[src/rtl/sel_adder_nch.sv]
// Selectable-channel adder: a select token picks one of NCH A inputs, which is added
// to either a B operand or the previous result (accumulate), with optional saturation.
module sel_adder_nch #(
  parameter int WIDTH = 8,
  parameter int NCH   = 4,
  parameter int SAT   = 0,
  localparam int SELW = $clog2(NCH)
) (
  input  logic                 clk,
  input  logic                 rst,
  input  logic                 sel_valid,
  output logic                 sel_ready,
  input  logic [SELW:0]        sel_data,
  input  logic                 b_valid,
  output logic                 b_ready,
  input  logic [WIDTH-1:0]     b_data,
  input  logic [NCH-1:0]       a_valid,
  output logic [NCH-1:0]       a_ready,
  input  logic [NCH*WIDTH-1:0] a_data,
  output logic                 out_valid,
  input  logic                 out_ready,
  output logic [WIDTH-1:0]     out_data,
  output logic                 out_ovf,
  output logic                 out_err
);

  typedef enum logic [1:0] {LOAD, GETA, SEND} state_t;

  localparam logic [SELW:0] NCH_LIM = NCH[SELW:0];

  state_t            state_reg, state_next;
  logic              sel_held_reg, acc_flag_reg, b_held_reg;
  logic [SELW-1:0]   idx_reg;
  logic [WIDTH-1:0]  b_reg, opb_reg, acc_reg, out_data_reg;
  logic              out_ovf_reg, out_err_reg;

  logic              sel_fire, b_fire, a_fire, out_fire;
  logic              acc_now, known_acc, idx_bad, load_done;
  logic [SELW-1:0]   idx_now;
  logic [WIDTH-1:0]  a_arr [NCH];
  logic [WIDTH-1:0]  a_sel;
  logic [WIDTH:0]    sum;

  genvar gi;
  generate
    for (gi = 0; gi < NCH; gi++) begin : g_ch
      assign a_arr[gi]   = a_data[gi*WIDTH +: WIDTH];
      assign a_ready[gi] = (state_reg == GETA) && (idx_reg == SELW'(gi));
    end
  endgenerate

  // Token fields come from the held copy once captured, otherwise from the incoming token.
  assign acc_now   = sel_held_reg ? acc_flag_reg : sel_data[SELW];
  assign idx_now   = sel_held_reg ? idx_reg : sel_data[SELW-1:0];
  assign known_acc = sel_held_reg ? acc_flag_reg : (sel_valid && sel_data[SELW]);
  assign idx_bad   = {1'b0, idx_now} >= NCH_LIM;

  assign sel_fire  = sel_valid && sel_ready;
  assign b_fire    = b_valid && b_ready;
  assign a_fire    = |(a_valid & a_ready);
  assign out_fire  = out_valid && out_ready;
  assign load_done = (sel_held_reg || sel_fire) && (acc_now || b_held_reg || b_fire);

  assign a_sel = a_arr[idx_reg];
  assign sum   = {1'b0, a_sel} + {1'b0, opb_reg};

  always_ff @(posedge clk or posedge rst) begin
    if (rst) state_reg <= LOAD;
    else     state_reg <= state_next;
  end

  always_comb begin
    state_next = state_reg;
    case (state_reg)
      LOAD:    if (load_done) state_next = idx_bad ? SEND : GETA;
      GETA:    if (a_fire) state_next = SEND;
      SEND:    if (out_fire) state_next = LOAD;
      default: state_next = LOAD;
    endcase
  end

  // B is never accepted once the pending token is known to accumulate.
  always_comb begin
    sel_ready = 1'b0;
    b_ready   = 1'b0;
    if (state_reg == LOAD && !rst) begin
      sel_ready = !sel_held_reg;
      b_ready   = !b_held_reg && !known_acc;
    end
    out_valid = (state_reg == SEND);
    out_data  = out_data_reg;
    out_ovf   = out_ovf_reg;
    out_err   = out_err_reg;
  end

  always_ff @(posedge clk or posedge rst) begin
    if (rst) begin
      sel_held_reg <= 1'b0;
      acc_flag_reg <= 1'b0;
      b_held_reg   <= 1'b0;
      idx_reg      <= '0;
      b_reg        <= '0;
      opb_reg      <= '0;
      acc_reg      <= '0;
      out_data_reg <= '0;
      out_ovf_reg  <= 1'b0;
      out_err_reg  <= 1'b0;
    end else begin
      case (state_reg)
        LOAD: begin
          if (sel_fire) begin
            acc_flag_reg <= sel_data[SELW];
            idx_reg      <= sel_data[SELW-1:0];
          end
          if (b_fire) b_reg <= b_data;
          sel_held_reg <= (sel_held_reg || sel_fire) && !load_done;
          // A B captured ahead of an accumulate token is kept for the next token.
          b_held_reg   <= (b_held_reg || b_fire) && !(load_done && !acc_now);
          if (load_done) begin
            opb_reg      <= acc_now ? acc_reg : (b_held_reg ? b_reg : b_data);
            out_err_reg  <= idx_bad;
            out_data_reg <= '0;
            out_ovf_reg  <= 1'b0;
          end
        end
        GETA: begin
          if (a_fire) begin
            out_data_reg <= (SAT != 0 && sum[WIDTH]) ? '1 : sum[WIDTH-1:0];
            out_ovf_reg  <= sum[WIDTH];
            out_err_reg  <= 1'b0;
          end
        end
        SEND: begin
          if (out_fire && !out_err_reg) acc_reg <= out_data_reg;
        end
        default: ;
      endcase
    end
  end

endmodule

[config.mk]
export PLATFORM = sky130hd
export DESIGN_NAME = sel_adder_nch
export DESIGN_NICKNAME = d
export VERILOG_FILES = /design/src/rtl/sel_adder_nch.sv
export SDC_FILE = /design/constraint.sdc
export NUM_CORES = 1
export LEC_CHECK = 0
export ABC_AREA = 1
export CAP_MARGIN = 20
export CORE_AREA = 2 2 76 78
export CTS_CLUSTER_SIZE = 14
export DETAILED_ROUTE_END_ITERATION = 12
export DIE_AREA = 0 0 78 80
export PLACE_DENSITY = 0.88
export SLEW_MARGIN = 20
export SYNTH_ARGS = -nofsm -noshare
export SYNTH_HDL_FRONTEND = slang
export SYNTH_SLANG_ARGS = --single-unit
[constraint.sdc]
create_clock -name clk -period 3.9 [get_ports clk]
set_input_delay 1.17 -clock clk [delete_from_list [all_inputs] [get_ports clk]]
set_output_delay 1.17 -clock clk [all_outputs]
set_load 0.02 [all_outputs]
==> impl_metrics.py <==
metrics = {
    "drt": {
        "drtPass1Iterations": 4,
        "route.antenna.remaining_nets": 0,
        "drt_iter0_markers": 157,
        "drt-total-wl_um": 6550,
        "drc": 0,
        "routedWlPerCell_um": 14.2,
        "routed_via_density": 5.27,
        "dr_total_vias": 2433,
    },
    "finish": {
        "multiInputGateArea_um2": 1390,
        "drive_gt1_frac": 0.103,
        "fill_cells": 440,
        "seq_area_um2": 1000,
        "fin_util": 0.630,
        "fin_nets": 450,
        "area_growth_pct": 33.5,
        "design_area_um2": 3410,
        "n_antenna_cell": 0,
    },
    "logic_synthesis": {
        "ys_types": 30,
        "synth-edff-count": 0,
        "synthCells": 323,
        "synthFlopType": "dfrtp_1",
        "ys_seq_elements": 40,
        "ys_seq_area_frac": 0.392,
        "yosys.area.top_type": "dfrtp_1",
        "synthArstFlopShare": 1.00,
        "postSynthNetCount": 384,
        "syn_area_um2": 2550,
        "synth_area_leaders": "dfrtp_1 (39%), nand2_1 (14%), nand3_1 (9.2%)",
        "synth_common_cells": "nand2_1 (98), nand3_1 (47), dfrtp_1 (40)",
        "synthesis.area_per_instance_um2": 7.90,
        "synth_top_area_frac": 0.392,
        "yosysMostFrequentCell": "nand2_1",
        "yosys_warnings": 0,
    },
    "global_route": {
        "grt_pass1_vias": 2371,
        "grtUsageTotal": 0.224,
        "grt_max_degree": 41,
        "grt_pass1_wl_um": 11100,
        "antenna_found_initial": 0,
        "grt_overflow": 0,
    },
    "hold_path": {
        "holdCritPathClass": "reg -> reg",
        "hold_path.startpoint": "out_ovf$_DFFE_PP0P_",
    },
    "clock_tree": {
        "htree_levels": 2,
        "cts.clk_slew.worst_paths_ns": 0.08,
        "clockBufferDepth": 2,
        "hold_buffers": 0,
        "cts_resized": 0,
        "cts_tree": "done",
        "clockRootBuffer": "clkbuf_8",
        "worstSkewPairLatency_ns": 0.29,
        "clock_sinks": 40,
        "cts_buffers": 5,
        "post-cts-setup-buffers": 0,
    },
    "floorplan": {
        "initial_utilization": 0.472,
        "row_count": 27,
        "die_area_um2": 6240,
        "boundaryPins": 69,
        "die_h_um": 80,
        "core_um2": 5410,
        "die_w_um": 78,
    },
    "setup_path": {
        "r2r_start": "idx_reg[0]$_DFFE_PP0P_",
        "start_kind": "input port",
        "critPathCaptureType": "output pin",
        "endpoint": "sel_ready",
        "rr_worst_depth": 12,
        "cp.required_ns": 2.73,
        "worstPathArrival_ns": 2.52,
        "rrSetupSlack_ns": 1.18,
        "regToRegEndpoint": "out_ovf$_DFFE_PP0P_",
        "crit_type": "in -> out",
        "worstSetupStartpoint": "rst",
        "cp_max_fo": 3,
    },
    "outcome": {
        "status": "finished clean",
    },
    "placed_design": {
        "io_buffers": 67,
        "dpl_cell_area_um2": 3280,
        "gp_congestion": 0.948,
        "dp_hpwl_um": 5120,
    },
    "timing": {
        "slew_viol_final": 0,
        "rsz0062_at_grt": "false",
        "finClkSkew_ns": 0.00494,
        "post-route-min-period_ns": 3.69,
        "fmax_mhz": 271,
        "tightest_slew_ns": 0.751,
        "holdWs_ns": 0.483,
        "hold_violations": 0,
        "finalSetupViolations": 0,
        "fin_crit_sh": 0.946,
        "slew_headroom": 0.499,
        "fin_tns_setup_ns": 0,
    },
    "power_and_ir_drop": {
        "p_per_area_nw_per_um2": 772,
        "power.leakage_nw": 1.68,
        "ir_drop_mv": 0.414,
    },
    "run": {
        "maxCapViolCount": 0,
    },
}
-- layout make-up --
cell class | instances | area share
Clock buffer | 7 | 0.0283
Sequential cell | 40 | 0.294
Clock inverter | 1 | 0.00882
Inverter | 27 | 0.0323
Multi-Input combinational cell | 246 | 0.408
Timing Repair Buffer | 69 | 0.202
Tap cell | 72 | 0.0265
-- worst max-delay path, stage by stage --
cell and delay, ns:
clkdlybuf4s50_1 0.44, clkinvlp_4 0.10, nand2_4 0.07, nor2_4 0.13
clkdlybuf4s50_1 0.61
-- worst min path at each step --
stage / to / cells past startpoint
after floorplan: acc_flag_reg$_DFFE_PP0P_ / 2
after global placement: out_ovf$_DFFE_PP0P_ / 2
after detailed placement: out_ovf$_DFFE_PP0P_ / 2
after CTS: out_ovf$_DFFE_PP0P_ / 2
after global routing: opb_reg[2]$_DFFE_PP0P_ / 2
final: out_ovf$_DFFE_PP0P_ / 2
-- layer usage --
layer,track usage,wire length [um],up-vias
met4,0.0579,109,0
met3,0.0498,391,13
met2,0.400,3220,77
met5,0,0,-
met1,0.274,2820,1147
li1,-,-,1196
-- logic make-up (layout without fill, tap and decap cells) --
logic type	after synthesis	after routing	share of synthesized area
other	1	1	0.00147
buffers and inverters	37	104	0.0628
flip-flops	40	40	0.392
multiplexers	12	12	0.0603
AND/OR/NAND/NOR	188	188	0.351
adder cells (fa/ha/maj)	9	9	0.0471
AO/OA/AOI/OAI	34	34	0.0785
XOR/XNOR	2	2	0.00687
-- through the flow --
step                      total power, mW  instances  setup slack, ns
final                                2.63        462            0.209
after global placement               2.19        454            0.119
after floorplan                      1.83        323            0.412
after global routing                 2.87        462            0.153
after detailed placement             2.25        454           0.0710
after CTS                            2.63        462           0.0744
-- cell usage in the layout, fill, tap and decap left out, drive strengths merged --
cell,n
nand2,105
clkdlybuf4s50,66
nand3,49
dfrtp,40
nor2,29
inv,25
mux2,12
o21ai,10
a21oi,8
a22oi,8
ha,8
clkbuf,7
a31oi,6
o22ai,2
nor3,2
xnor2,2
buf,2
clkinvlp,1
clkinv,1
nand4,1
nand3b,1
nor3b,1
fa,1
conb,1
bufinv,1
dlymetal6s2s,1
-- power breakdown --
group	internal, mW	switching [mW]	total, mW
registers	0.590	0.192	0.782
logic	0.608	0.876	1.48
clock network	0.226	0.140	0.365
Note: power is estimated with default switching activity, not from simulation.
